[config.mk]
export PLATFORM = sky130hd
export DESIGN_NAME = rle_stream_encoder
export DESIGN_NICKNAME = d
export VERILOG_FILES = /design/src/rtl/rle_pkg.sv /design/src/rtl/rle_run_tracker.sv /design/src/rtl/rle_stream_encoder.sv
export SDC_FILE = /design/constraint.sdc
export NUM_CORES = 1
export LEC_CHECK = 0
export BUFFER_PORTS_ARGS = -buffer_cell sky130_fd_sc_hd__buf_2
export CORE_MARGIN = 2
export CORE_UTILIZATION = 40
export CTS_CLUSTER_DIAMETER = 50
export DETAILED_ROUTE_END_ITERATION = 8
export GPL_ROUTABILITY_DRIVEN = 0
export PLACE_DENSITY_LB_ADDON = 0.05
export SLEW_MARGIN = 25
export SYNTH_ARGS = -nofsm -noshare
export SYNTH_HDL_FRONTEND = slang
export SYNTH_SLANG_ARGS = --single-unit
[constraint.sdc]
create_clock -name clk -period 2.3 [get_ports clk]
set_input_delay 0 -clock clk [delete_from_list [all_inputs] [get_ports clk]]
set_output_delay 0 -clock clk [all_outputs]
set_load 0.01 [all_outputs]
[src/rtl/rle_pkg.sv]
// Shared types and constants for the run-length stream encoder.
// Imported by the encoder top level and its run tracker.
package rle_pkg;

    typedef enum logic [2:0] {
        FETCH,
        EVAL,
        SYM,
        CNT,
        LIT
    } state_t;

    localparam int MODE_ZERO  = 0;
    localparam int MODE_VALUE = 1;

    function automatic int unsigned max_run(input int unsigned count_w);
        return (32'd1 << count_w) - 32'd1;
    endfunction

endpackage

[src/rtl/rle_run_tracker.sv]
// Holds the open run (value and count) and classifies each new sample
// as extending the run, terminating it, or passing through as a literal.
module rle_run_tracker #(
    parameter int DATA_W  = 16,
    parameter int COUNT_W = 16,
    parameter int MODE    = 0
) (
    input  logic               clk,
    input  logic               rst,
    input  logic [DATA_W-1:0]  sample,
    input  logic               update,
    input  logic               clear,
    output logic [DATA_W-1:0]  run_val,
    output logic [COUNT_W-1:0] run_cnt,
    output logic               extend,
    output logic               terminate,
    output logic               literal
);
    import rle_pkg::*;

    localparam logic [COUNT_W-1:0] MAX = COUNT_W'(max_run(COUNT_W));

    // Classify the held sample against the open run
    always_comb begin
        extend    = 1'b0;
        literal   = 1'b0;
        if (MODE == MODE_ZERO) begin
            extend  = (sample == '0) && (run_cnt != MAX);
            literal = (sample != '0);
        end else begin
            extend  = (run_cnt != '0) && (sample == run_val)
                      && (run_cnt != MAX);
        end
        terminate = (run_cnt != '0) && !extend;
    end

    // Extend, reopen or drop the run when the sample is consumed
    always_ff @(posedge clk) begin
        if (rst || clear) begin
            run_val <= '0;
            run_cnt <= '0;
        end else if (update) begin
            if (extend) begin
                run_cnt <= run_cnt + COUNT_W'(1);
            end else if (literal) begin
                run_val <= '0;
                run_cnt <= '0;
            end else begin
                run_val <= sample;
                run_cnt <= COUNT_W'(1);
            end
        end
    end

endmodule

[src/rtl/rle_stream_encoder.sv]
// Run-length encoder between an upstream FIFO and a downstream sink.
// Emits SYM/CNT pairs and literals, flushing any open run at frame end.
module rle_stream_encoder #(
    parameter int DATA_W    = 16,
    parameter int COUNT_W   = 16,
    parameter int FRAME_LEN = 1600,
    parameter int MODE      = 0
) (
    input  logic              clk,
    input  logic              rst,
    input  logic [DATA_W-1:0] data_in,
    input  logic              avail_in,
    output logic              read_in,
    output logic [DATA_W-1:0] data_out,
    output logic              write_out,
    output logic              eof_out,
    input  logic              afull_out
);
    import rle_pkg::*;

    localparam int IDX_W = (FRAME_LEN > 1) ? $clog2(FRAME_LEN) : 1;
    localparam logic [IDX_W-1:0] LAST_IDX = IDX_W'(FRAME_LEN - 1);

    state_t              state;
    state_t              state_nx;
    logic [DATA_W-1:0]   sample;
    logic [IDX_W-1:0]    index;
    logic [DATA_W-1:0]   sym_q;
    logic [COUNT_W-1:0]  cnt_q;
    logic                term_pend;
    logic                lit_pend;
    logic                flush_pend;
    logic                frame_end;
    logic [DATA_W-1:0]   run_val;
    logic [COUNT_W-1:0]  run_cnt;
    logic                extend;
    logic                terminate;
    logic                literal;
    logic                last;
    logic                emit;
    logic                flush_done;

    assign last       = (index == LAST_IDX);
    assign emit       = (state == SYM) || (state == CNT) || (state == LIT);
    assign read_in    = (state == FETCH) && avail_in && !rst;
    assign write_out  = emit && !afull_out && !rst;
    assign flush_done = (state == CNT) && write_out && !term_pend;

    rle_run_tracker #(
        .DATA_W  (DATA_W),
        .COUNT_W (COUNT_W),
        .MODE    (MODE)
    ) u_tracker (
        .clk       (clk),
        .rst       (rst),
        .sample    (sample),
        .update    (state == EVAL),
        .clear     (flush_done),
        .run_val   (run_val),
        .run_cnt   (run_cnt),
        .extend    (extend),
        .terminate (terminate),
        .literal   (literal)
    );

    // State register
    always_ff @(posedge clk) begin
        if (rst) state <= FETCH;
        else     state <= state_nx;
    end

    // Next state and output word selection
    always_comb begin
        state_nx = state;
        data_out = '0;
        eof_out  = 1'b0;
        unique case (state)
            FETCH: begin
                if (read_in) state_nx = EVAL;
            end
            EVAL: begin
                if (terminate || (last && !literal)) state_nx = SYM;
                else if (extend || !literal)         state_nx = FETCH;
                else                                 state_nx = LIT;
            end
            SYM: begin
                data_out = term_pend ? sym_q : run_val;
                if (write_out) state_nx = CNT;
            end
            CNT: begin
                data_out = DATA_W'(term_pend ? cnt_q : run_cnt);
                eof_out  = frame_end
                           && (!term_pend || (!lit_pend && !flush_pend));
                if (write_out) begin
                    if (!term_pend)     state_nx = FETCH;
                    else if (lit_pend)  state_nx = LIT;
                    else if (flush_pend) state_nx = SYM;
                    else                state_nx = FETCH;
                end
            end
            LIT: begin
                data_out = sample;
                eof_out  = frame_end && !flush_pend;
                if (write_out) state_nx = flush_pend ? SYM : FETCH;
            end
            default: state_nx = FETCH;
        endcase
        if (rst) begin
            data_out = '0;
            eof_out  = 1'b0;
        end
    end

    // Sample capture, frame index and pending-emit bookkeeping
    always_ff @(posedge clk) begin
        if (rst) begin
            sample     <= '0;
            index      <= '0;
            sym_q      <= '0;
            cnt_q      <= '0;
            term_pend  <= 1'b0;
            lit_pend   <= 1'b0;
            flush_pend <= 1'b0;
            frame_end  <= 1'b0;
        end else begin
            if (read_in) sample <= data_in;
            if (state == EVAL) begin
                index      <= last ? '0 : index + IDX_W'(1);
                sym_q      <= run_val;
                cnt_q      <= run_cnt;
                term_pend  <= terminate;
                lit_pend   <= literal;
                flush_pend <= last && !literal;
                frame_end  <= last;
            end
            if ((state == CNT) && write_out && term_pend) term_pend <= 1'b0;
            if (flush_done) flush_pend <= 1'b0;
            if ((state == LIT) && write_out) lit_pend <= 1'b0;
        end
    end

endmodule

==> results of run 1 <==
-- per-layer routing --
layer / track usage / part of all wire / vias to the layer above
met4: 0.0705 / 0.013 / 0
met2: 0.314 / 0.45 / 43
li1: - / - / 1947
met5: 0 / 0 / -
met3: 0.0287 / 0.027 / 10
met1: 0.275 / 0.51 / 1763
-- cell type report --
cell class / count / area share
multi-input combinational: 406 / 0.443
sequential: 98 / 0.381
timing repair buffer: 72 / 0.0990
tap: 140 / 0.0340
clock buffer: 10 / 0.0267
clock inverter: 6 / 0.0129
inverter: 5 / 0.00364
-- final timing paths --
path | from | to | slack (ns) | depth (start not counted)
setup / recovery | state[1]$_SDFFE_PP0P_ | data_out[13] | 0.22 | 8
hold / removal | afull_out | term_pend$_SDFFE_PP0P_ | 0.01 | 3
setup reg to reg | state[2]$_SDFFE_PP0P_ | u_tracker.run_val[4]$_SDFFE_PP0P_ | 0.38 | 6
hold reg to reg | cnt_q[3]$_SDFFE_PP0P_ | cnt_q[3]$_SDFFE_PP0P_ | 0.46 | 2
-- kinds of logic (layout without fill, tap and decap cells) --
kind of cell | after synthesis | in the layout
buffers and inverters | 44 | 93
adders and majority gates | 3 | 3
muxes | 33 | 33
xor gates and xnor gates | 23 | 23
AOI/OAI and AO/OA | 101 | 101
and+or+nand+nor | 246 | 246
DFF | 98 | 98
-- through the flow --
stage	cell area, µm²	hold WS, ns	setup slack [ns]	util
3_3_place_gp	4790	0.239	0.408	0.442
3_5_place_dp	4790	0.248	0.390	0.442
2_1_floorplan	4430	0.0475	0.441	-
6_report	5160	0.0139	0.222	0.476
4_1_cts	5150	0.00357	0.0222	0.476
5_1_grt	5160	0.0506	0.0918	0.476
-- registers in the layout, indices dropped and copies added (netlist names) --
signal / flops
cnt_q: 16
flush_pend: 1
frame_end: 1
index: 11
lit_pend: 1
sample: 16
state: 3
sym_q: 16
term_pend: 1
u_tracker.run_cnt: 16
u_tracker.run_val: 16
-- power groups by stage --
stage	sequential, mW	clock, mW	combinational [mW]
after floorplan	1.78	0	0.170
after global placement	1.78	0	0.247
after detailed placement	1.78	0	0.248
after CTS	1.75	1.19	0.270
after global routing	1.75	1.25	0.297
final	1.75	1.15	0.268
-- cells in the mapped netlist, drive strengths merged, types with 2 or more instances --
master  instances
nand2         118
dfxtp          98
a21oi          71
nor2           55
mux2i          33
clkbuf         24
and2           17
o22ai          17
buf            15
xor2           13
nor4           10
xnor2          10
nand3           9
nand4           8
nor3            6
and3            5
inv             5
ha              3
o21ai           3
a221oi          2
and4            2
nand2b          2
nand3b          2
nor2b           2
nor3b           2
nor4b           2
or2             2
-- worst register-to-register path, delay by kind of cell (launching register included) --
kind | cells | cell delay (ns)
compound gates | 1 | 0.27
buf+inv | 1 | 0.18
flops | 1 | 0.32
simple gates | 4 | 1.06
==> key figures, run 1 <==
Floorplanning
  • Die area: 11900 µm²
  • Initial core utilization: 0.408
  • DIE WIDTH: 109 µm
  • Area of the core: 10800 µm²
  • Die Height: 109 µm
  • Row cnt: 38
  • Io pins: 39

Power
  • Combinational share of power: 0.085
  • PwrDens: 614 nW/µm²
  • Pleak: 1.78 nW
  • Switching pwr: 812 µW
  • Peak supply drop: 0.327 mV
  • Reg power frac: 0.551
  • Clock power share: 0.364
  • Sw Share: 0.257
  • Total power: 3.17 mW
  • Internal power: 2.35 mW

Clock network
  • CTS Root Cell: clkbuf_8
  • Hold_buf cts: 16
  • Clock Tree Buf Depth: 2
  • Clock Pin Slew Worst Setup and Hold Paths: 0.09 ns
  • CTS resizes: 0
  • H-tree depth reported by CTS: 3
  • CTS buffer count: 9
  • Clk Latency, worst-skew pair: 0.38 ns
  • CTS tree: built
  • Clock sinks: 98
  • Postcts setup bufs: 0

Setup path
  • Crit. End Element: output pin
  • CP peak stage delay: 0.34 ns
  • CP dominant cell by count: buf_4
  • Critical-path top delay cell: dfxtp_1
  • Critical Path, Cell by Cell: buf_4, nor2b_1, nand2b_1, buf_4, o22ai_1, a21oi_1, nor2_1, buf_2
  • CP arrival: 2.08 ns
  • CP startpoint kind: register
  • Crit-path max FO: 16
  • Worst path top cell family by delay: buffers and inverters
  • Bufs and invs on worst path: 3
  • CP Class: register to output pin
  • CP Data Required Time: 2.30 ns

Timing
  • Slew headroom: 0.548
  • Slew Viols, Final: 0
  • Hold Fails Final Rpt: 0
  • Maximum clock rate: 481 MHz
  • Slew @ Worst Pin: 0.678 ns
  • Clk_skew: 0.0107 ns
  • RSZ-0062 raised after global routing: no
  • Fin crit share: 0.903
  • Fin crit period: 2.08 ns
  • Setup TNS: 0 ns
  • Final setup fails: 0

Flow run
  • Maxcap violations: 0

Cells and area
  • Filler Cell Count: 1118
  • Layout cells sized above 1: 0.141
  • Commonest cells after routing, fill and taps aside: 118 x nand2_1, 97 x dfxtp_1, 71 x a21oi_1
  • Antenna Diode Count: 0
  • Fin cells: 737
  • Register area: 1960 µm²
  • Commonest non-fill, non-tap cell in the layout: nand2_1
  • Nets@finish: 615
  • Area of the multi-input gates: 2290 µm²
  • Synth-to-layout area growth: 16.5%

Routing
  • DR vias: 3763
  • WL per Instance: 15.5 µm
  • 1st-iter DRT viols: 223
  • WL final: 11.4 mm
  • Pre-antenna DRT Iters: 4
  • Residual DRC count: 0
  • Drt via density: 5.11
  • Detail Route Antenna Nets: 0

Yosys
  • Most area-consuming cells after synthesis: dfxtp_1 44%, nand2_1 10%, a21oi_1 8.0%
  • Multiplexer share of the synthesized area: 0.0746
  • Most used DFF post-synth: dfxtp_1
  • Cells after Synth: 548
  • Average size of a mapped cell: 8.08 µm²
  • Syn_nets: 571
  • Post-synth EDFFs: 0
  • Synth top area share: 0.443
  • Async S/R FF share, synth: 0
  • Yosys cell types: 47
  • Seq/Total Area, Yosys: 0.443
  • Top cell type by total area after synthesis: dfxtp_1
  • Synth Register Bits: 98
  • Post-Synth Simple-Gate Area: 0.257
  • Area of the mapped netlist: 4430 µm²
  • Post-Synth XOR/XNOR Area: 0.0455
  • Adder-Cell Fraction of Synth Area: 0.00848
  • Post-synthesis compound-gate area fraction: 0.126
  • Ys Warns: 0
  • Largest family of logic cells by synthesized area: simple AND/OR/NAND/NOR gates

Global route
  • First-pass GRT wire length: 18.0 mm
  • Total track usage: 0.198
  • Total global routing overflow: 0
  • Largest net degree at the start of global routing: 41
  • Initial antenna violation count: 0
  • Number of global-route vias before repair: 3517

Placement
  • Placed Cells: 705
  • Port Buffer Count: 38
  • Post-DP HPWL: 7.75 mm

Status
  • Status: finished, final reports clean

Worst hold path
  • Worst hold-check path type: primary input to register
Power figures use the tool's default switching activity.
==> run 2: changes to the inputs <==
Settings changed: PLACE_DENSITY from default to 0.67, PLACE_DENSITY_LB_ADDON 0.05 to default, SYNTH_HIERARCHICAL from default to 1.
==> key figures, run 2 <==
Status
  • Status: finished, final reports clean

Yosys
  • Top cell type by total area after synthesis: dfxtp_1
  • Synth Register Bits: 98 (unchanged)
  • Average size of a mapped cell: 8.15 µm² (+0.90%)
  • Multiplexer share of the synthesized area: 0.0716 (-0.00302)
  • Largest family of logic cells by synthesized area: simple AND/OR/NAND/NOR gates
  • Top cells by count, synth: 128 x nand2_1, 98 x dfxtp_1, 71 x a21oi_1
  • Post-synth EDFFs: 0 (unchanged)
  • Area of the mapped netlist: 4610 µm² (+4.2%)
  • Syn_nets: 589 (+3.2%)
  • Most area-consuming cells after synthesis: dfxtp_1 43%, nand2_1 10%, a21oi_1 7.7%
  • Ys Warns: 6 (+6)
  • Most used DFF post-synth: dfxtp_1
  • Seq/Total Area, Yosys: 0.425 (-0.0179)
  • Post-Synth Simple-Gate Area: 0.260 (+0.00290)
  • Cells after Synth: 566 (+3.3%)
  • Synth top area share: 0.425 (-0.0179)
  • Post-synthesis compound-gate area fraction: 0.148 (+0.0215)
  • Yosys cell types: 45 (-4.3%)
  • Adder-Cell Fraction of Synth Area: 0.00814 (-0.000343)
  • Most numerous cell in the Yosys netlist: nand2_1
  • Async S/R FF share, synth: 0 (unchanged)
  • Post-Synth XOR/XNOR Area: 0.0380 (-0.00753)

Routing
  • WL final: 12.0 mm (+5.0%)
  • Residual DRC count: 0 (unchanged)
  • Detail Route Antenna Nets: 0 (unchanged)
  • Pre-antenna DRT Iters: 5 (+1)
  • DR vias: 4262 (+13%)
  • Drt via density: 5.56 (+8.8%)
  • WL per Instance: 15.7 µm (+0.86%)
  • 1st-iter DRT viols: 352 (+58%)

Timing
  • Final hold slack: 0.0139 ns (-0.00000270 ns)
  • Setup ws final: 0.105 ns (-0.118 ns)
  • Final setup fails: 0 (unchanged)
  • Slew headroom: 0.558 (+0.0101)
  • Slew Viols, Final: 0 (unchanged)
  • RSZ-0062 raised after global routing: yes
  • Hold Fails Final Rpt: 0 (unchanged)
  • Clk_skew: 0.00630 ns (-0.00442 ns)
  • Fin crit share: 0.955 (+0.0512)
  • Fin crit period: 2.20 ns (+0.118 ns)
  • Slew @ Worst Pin: 0.661 ns (-0.0169 ns)
  • Maximum clock rate: 455 MHz (-5.4%)

Clock network
  • Clock Tree Buf Depth: 2 (unchanged)
  • Clock Pin Slew Worst Setup and Hold Paths: 0.07 ns (-0.02 ns)
  • Clk Latency, worst-skew pair: 0.35 ns (-0.03 ns)
  • CTS tree: built
  • Clock sinks: 98 (unchanged)
  • CTS buffer count: 9 (unchanged)
  • Postcts setup bufs: 0 (unchanged)
  • CTS Root Cell: clkbuf_16
  • H-tree depth reported by CTS: 3 (unchanged)

Placement
  • Placed inst area: 5070 µm² (+5.8%)
  • Port Buffer Count: 38 (unchanged)
  • Dpl ws: 0.113 ns (-0.277 ns)
  • Placed Cells: 736 (+4.4%)
  • Post-DP HPWL: 8.12 mm (+4.8%)

Setup path
  • CP startpoint kind: register
  • CP arrival: 2.48 ns (+0.40 ns)
  • Crit-path max FO: 7 (-9)
  • CP Class: register to register
  • Worst Reg2Reg Path Length in Cells: 8 (+2)
  • Crit. End Element: register
  • CP Data Required Time: 2.58 ns (+0.28 ns)

Power
  • PwrDens: 653 nW/µm² (+6.4%)
  • Peak supply drop: 0.490 mV (+50%)
  • Total power: 3.62 mW (+14%)
  • Pleak: 1.84 nW (+3.6%)

Flow run
  • Maxcap violations: 0 (unchanged)

Global route
  • First-pass GRT wire length: 20.2 mm (+12%)
  • Total track usage: 0.198 (about the same)
  • Total global routing overflow: 0 (unchanged)
  • Number of global-route vias before repair: 4216 (+20%)
  • Initial antenna violation count: 0 (unchanged)
  • Largest net degree at the start of global routing: 45 (+9.8%)

Floorplanning
  • DIE WIDTH: 111 µm (+2.0%)
  • Die Height: 111 µm (+2.0%)
  • Die area: 12400 µm² (+4.1%)
  • Row cnt: 39 (+2.6%)
  • Area of the core: 11300 µm² (+4.4%)
  • Io pins: 39 (unchanged)
  • Initial core utilization: 0.407 (-0.000863)

Cells and area
  • Fin cells: 767 (+4.1%)
  • Final instance area: 5540 µm² (+7.4%)
  • Area of the multi-input gates: 2450 µm² (+7.3%)
  • Register area: 1960 µm² (about the same)
  • Filler Cell Count: 1066 (-4.7%)
  • Layout cells sized above 1: 0.163 (+0.0228)
  • Synth-to-layout area growth: 20.1%
  • Nets@finish: 643 (+4.6%)
  • Antenna Diode Count: 0 (unchanged)
  • Commonest cells after routing, fill and taps aside: 128 x nand2_1, 96 x dfxtp_1, 70 x a21oi_1
  • Commonest non-fill, non-tap cell in the layout: nand2_1

Worst hold path
  • Min-Delay Path Depth: 3 (unchanged)
  • Worst hold-check path type: primary input to register
==> run 2: timing repair <==
item,4_1_cts,5_1_grt
endpoints found under the setup margin,0,17
gates resized for setup,0,2
hold buffers,16,0
hold endpoints to repair,16,0
==> run 2: cell type report <==
type,instances,share of cell area
Tap cell,143,0.0323
Sequential cell,98,0.355
Timing Repair Buffer,85,0.108
Multi-Input combinational cell,415,0.443
Clock inverter,5,0.0113
Inverter,11,0.00791
Clock buffer,10,0.0431
==> run 2: final timing paths <==
kind / from / endpoint / slack [ns]
worst min register to register: frame_end$_SDFFE_PP0P_ / frame_end$_SDFFE_PP0P_ / 0.45
worst max register to register: u_tracker/run_cnt[4]$_SDFFE_PP0P_ / state[2]$_SDFFE_PP0P_ / 0.10
worst min-delay path: afull_out / state[2]$_SDFFE_PP0P_ / 0.01
worst max-delay path: u_tracker/run_cnt[4]$_SDFFE_PP0P_ / state[2]$_SDFFE_PP0P_ / 0.10
==> run 2: cells by family (layout without fill, tap and decap cells) <==
group           count (synthesis)  in the layout
compound gates                111            111
xor+xnor                       20             20
fa+ha+maj                       3              3
buf+inv                        53            111
flops                          98             98
mux                            33             33
simple gates                  248            248
==> run 2: metal layers <==
layer	track usage	share of wire	vias up	routed length, µm
li1	-	-	2082	-
met1	0.240	0.43	2028	5160
met2	0.354	0.50	136	5960
met3	0.0365	0.059	16	713
met4	0.0683	0.015	0	180
met5	0	0	-	0
==> run 2: power by group <==
group | total (mW) | internal, mW | switching [mW]
clock network | 1.55 | 0.877 | 0.673
logic | 0.321 | 0.116 | 0.206
registers | 1.75 | 1.72 | 0.0223
total | 3.62 | 2.72 | 0.901
==> run 2: stage by stage <==
| stage | TNS [ns] | util |
|---|---|---|
| after floorplan | -0.278 | - |
| after global placement | 0 | 0.448 |
| final | 0 | 0.489 |
| after detailed placement | 0 | 0.448 |
| after global routing | -0.0871 | 0.489 |
| after CTS | 0 | 0.489 |
==> run 2: worst max-delay path, cell delays in order, from the launching register on <==
cell,delay [ns]
dfxtp_1,0.34
buf_4,0.17
or4_1,0.50
nor4_1,0.35
a31oi_2,0.18
nor2_1,0.16
nand3_1,0.10
a22o_1,0.22
a21oi_1,0.11
==> run 3: changes to the inputs <==
Settings changed: BUFFER_PORTS_ARGS -buffer_cell sky130_fd_sc_hd__buf_2 to default, DONT_BUFFER_PORTS from default to 1, PLACE_DENSITY 0.67 to 0.64, SYNTH_HIERARCHICAL 1 to default.
==> key figures, run 3 (synthesis results as in run 1) <==
Setup path
  • Worst path top cell family by delay: buffers and inverters
  • CP arrival: 2.46 ns (-0.02 ns)
  • CP Data Required Time: 2.63 ns (+0.05 ns)
  • CP startpoint kind: register
  • CP peak stage delay: 0.55 ns (+0.05 ns)
  • Crit. End Element: register
  • Crit-path max FO: 37 (+30)
  • Critical-path top delay cell: dlygate4sd3_1
  • Critical Path, Cell by Cell: or3b_4, buf_4, nand2_1, a21oi_1, dlygate4sd3_1
  • RR Endpoint: cnt_q[8]$_SDFFE_PP0P_
  • Reg2Reg Launch Point: state[2]$_SDFFE_PP0P_
  • CP Class: register to register
  • FF-to-FF setup slack: 0.17 ns (+0.07 ns)
  • Worst Reg2Reg Path Length in Cells: 5 (-3)
  • Bufs and invs on worst path: 2 (+1)

Routing
  • DR vias: 3741 (-12%)
  • WL per Instance: 15.6 µm (-0.17%)
  • Detail Route Antenna Nets: 0 (unchanged)
  • Residual DRC count: 0 (unchanged)
  • Drt via density: 5.37 (-3.4%)
  • WL final: 10.9 mm (-9.3%)
  • Pre-antenna DRT Iters: 5 (unchanged)
  • 1st-iter DRT viols: 362 (+2.8%)

Cells and area
  • Filler Cell Count: 1052 (-1.3%)
  • Synth-to-layout area growth: 12.4%
  • Nets@finish: 575 (-11%)
  • Antenna Diode Count: 0 (unchanged)
  • Commonest non-fill, non-tap cell in the layout: nand2_1
  • Layout cells sized above 1: 0.0754 (-0.0881)
  • Commonest cells after routing, fill and taps aside: 118 x nand2_1, 97 x dfxtp_1, 71 x a21oi_1

Clock network
  • Clk Latency, worst-skew pair: 0.38 ns (+0.03 ns)
  • CTS Root Cell: clkbuf_8
  • Clock sinks: 98 (unchanged)
  • CTS tree: built
  • CTS buffer count: 9 (unchanged)
  • Clock Pin Slew Worst Setup and Hold Paths: 0.11 ns (+0.04 ns)
  • H-tree depth reported by CTS: 3 (unchanged)
  • Postcts setup bufs: 0 (unchanged)
  • Clock Tree Buf Depth: 2 (unchanged)

Power
  • PwrDens: 627 nW/µm² (-4.0%)
  • Peak supply drop: 0.242 mV (-51%)
  • Reg power frac: 0.562 (+0.079)
  • Sw Share: 0.276 (+0.0266)
  • Switching pwr: 859 µW (-4.6%)
  • Clock power share: 0.358 (-0.070)
  • Combinational share of power: 0.080 (-0.009)
  • Internal power: 2.26 mW (-17%)
  • Pleak: 1.60 nW (-13%)

Status
  • Status: finished, final reports clean

Timing
  • Slew Viols, Final: 0 (unchanged)
  • Fin crit period: 2.13 ns (-0.0675 ns)
  • Hold Fails Final Rpt: 0 (unchanged)
  • Clk_skew: 0.0144 ns (+0.00811 ns)
  • Fin crit share: 0.925 (-0.0294)
  • Final setup fails: 0 (unchanged)
  • Final hold slack: 0.0381 ns (+0.0242 ns)
  • Slew @ Worst Pin: 0.665 ns (+0.00396 ns)
  • Slew headroom: 0.557 (-0.00147)
  • Maximum clock rate: 470 MHz (+3.2%)
  • RSZ-0062 raised after global routing: no
  • Setup TNS: 0 ns (unchanged)

Floorplanning
  • Io pins: 39 (unchanged)
  • DIE WIDTH: 109 µm (-2.0%)
  • Area of the core: 10800 µm² (-4.2%)
  • Die Height: 109 µm (-2.0%)
  • Row cnt: 38 (-2.6%)
  • Initial core utilization: 0.408 (+0.000863)
  • Die area: 11900 µm² (-3.9%)

Worst hold path
  • Worst hold-check path type: primary input to register
  • Hold Path Sink: state[1]$_SDFFE_PP0P_
  • Min-Delay Path Depth: 4 (+1)
  • Hold Startpoint: afull_out

Flow run
  • Maxcap violations: 0 (unchanged)

Global route
  • Number of global-route vias before repair: 3342 (-21%)
  • Total global routing overflow: 0 (unchanged)
  • Total track usage: 0.185 (-0.0136)
  • Largest net degree at the start of global routing: 58 (+29%)
  • Initial antenna violation count: 0 (unchanged)
  • First-pass GRT wire length: 17.0 mm (-16%)

Placement
  • Port Buffer Count: 0 (-100%)
  • Post-DP HPWL: 6.99 mm (-14%)
## run 3: changes by cell type in the layout (fill, tap and decap cells not counted), moves of 8 or more
cell / change
and2_1: +16
buf_2: -38
buf_4: -20
clkbuf_16: -9
clkbuf_8: +9
nand2_1: -10
nor2_1: +33
nor3_1: -16
nor3b_1: -16
o22a_1: -17
o22ai_1: +14
xor2_1: +8
## run 3: cell type report
| cell class | instances | area [µm²] | area share |
|---|---|---|---|
| multi-input combinational | 406 | 2290 | 0.461 |
| sequential | 98 | 1960 | 0.395 |
| timing repair buffer | 32 | 323 | 0.0649 |
| tap | 140 | 175 | 0.0352 |
| clock buffer | 10 | 138 | 0.0277 |
| clock inverter | 6 | 61.3 | 0.0123 |
| inverter | 5 | 18.8 | 0.00377 |
## run 3: worst min-delay path, stage by stage
cell and delay, ns:
o21ai_0 0.09, nand2_1 0.09, a221oi_1 0.04, nor3_1 0.14
## run 3: routing by layer
| layer | vias up | wire (µm) | track usage |
|---|---|---|---|
| met3 | 12 | 410 | 0.0383 |
| met5 | - | 0 | 0 |
| met2 | 80 | 5080 | 0.280 |
| met1 | 1783 | 5220 | 0.252 |
| met4 | 0 | 191 | 0.0823 |
| li1 | 1866 | - | - |
## run 3: worst max-delay path by stage
stage | startpoint | cells after the start | end | slack (ns)
after floorplan | state[2]$_SDFFE_PP0P_ | 8 | u_tracker.run_cnt[10]$_SDFFE_PP0P_ | 0.44
after global placement | state[2]$_SDFFE_PP0P_ | 5 | u_tracker.run_cnt[9]$_SDFFE_PP0P_ | 0.18
after detailed placement | state[2]$_SDFFE_PP0P_ | 5 | u_tracker.run_cnt[11]$_SDFFE_PP0P_ | 0.12
after CTS | state[1]$_SDFFE_PP0P_ | 6 | data_out[13] | 0.02
after global routing | state[2]$_SDFFE_PP0P_ | 5 | cnt_q[8]$_SDFFE_PP0P_ | 0.05
final | state[2]$_SDFFE_PP0P_ | 5 | cnt_q[8]$_SDFFE_PP0P_ | 0.17
## run 3: metrics by stage
step	util	setup slack [ns]	std cells	power [mW]	cell area (µm²)
4_1_cts	0.458	0.0190	697	3.13	4960
3_5_place_dp	0.418	0.124	660	1.99	4540
6_report	0.459	0.172	697	3.12	4970
5_1_grt	0.459	0.0453	697	3.24	4970
2_1_floorplan	-	0.441	548	1.95	4430
3_3_place_gp	0.418	0.185	660	1.98	4540
## run 3: power by group through the flow
stage | clock [mW] | sequential [mW] | combinational [mW]
2_1_floorplan | 0 | 1.78 | 0.170
3_3_place_gp | 0 | 1.79 | 0.194
3_5_place_dp | 0 | 1.79 | 0.198
4_1_cts | 1.14 | 1.75 | 0.248
5_1_grt | 1.21 | 1.75 | 0.275
6_report | 1.12 | 1.75 | 0.251
## run 3: timing repair
action / 4_1_cts / 5_1_grt
endpoints found under the setup margin: 0 / 30
hold buffers: 21 / 0
gates resized for setup: 0 / 3
endpoints found under the hold margin: 59 / 0
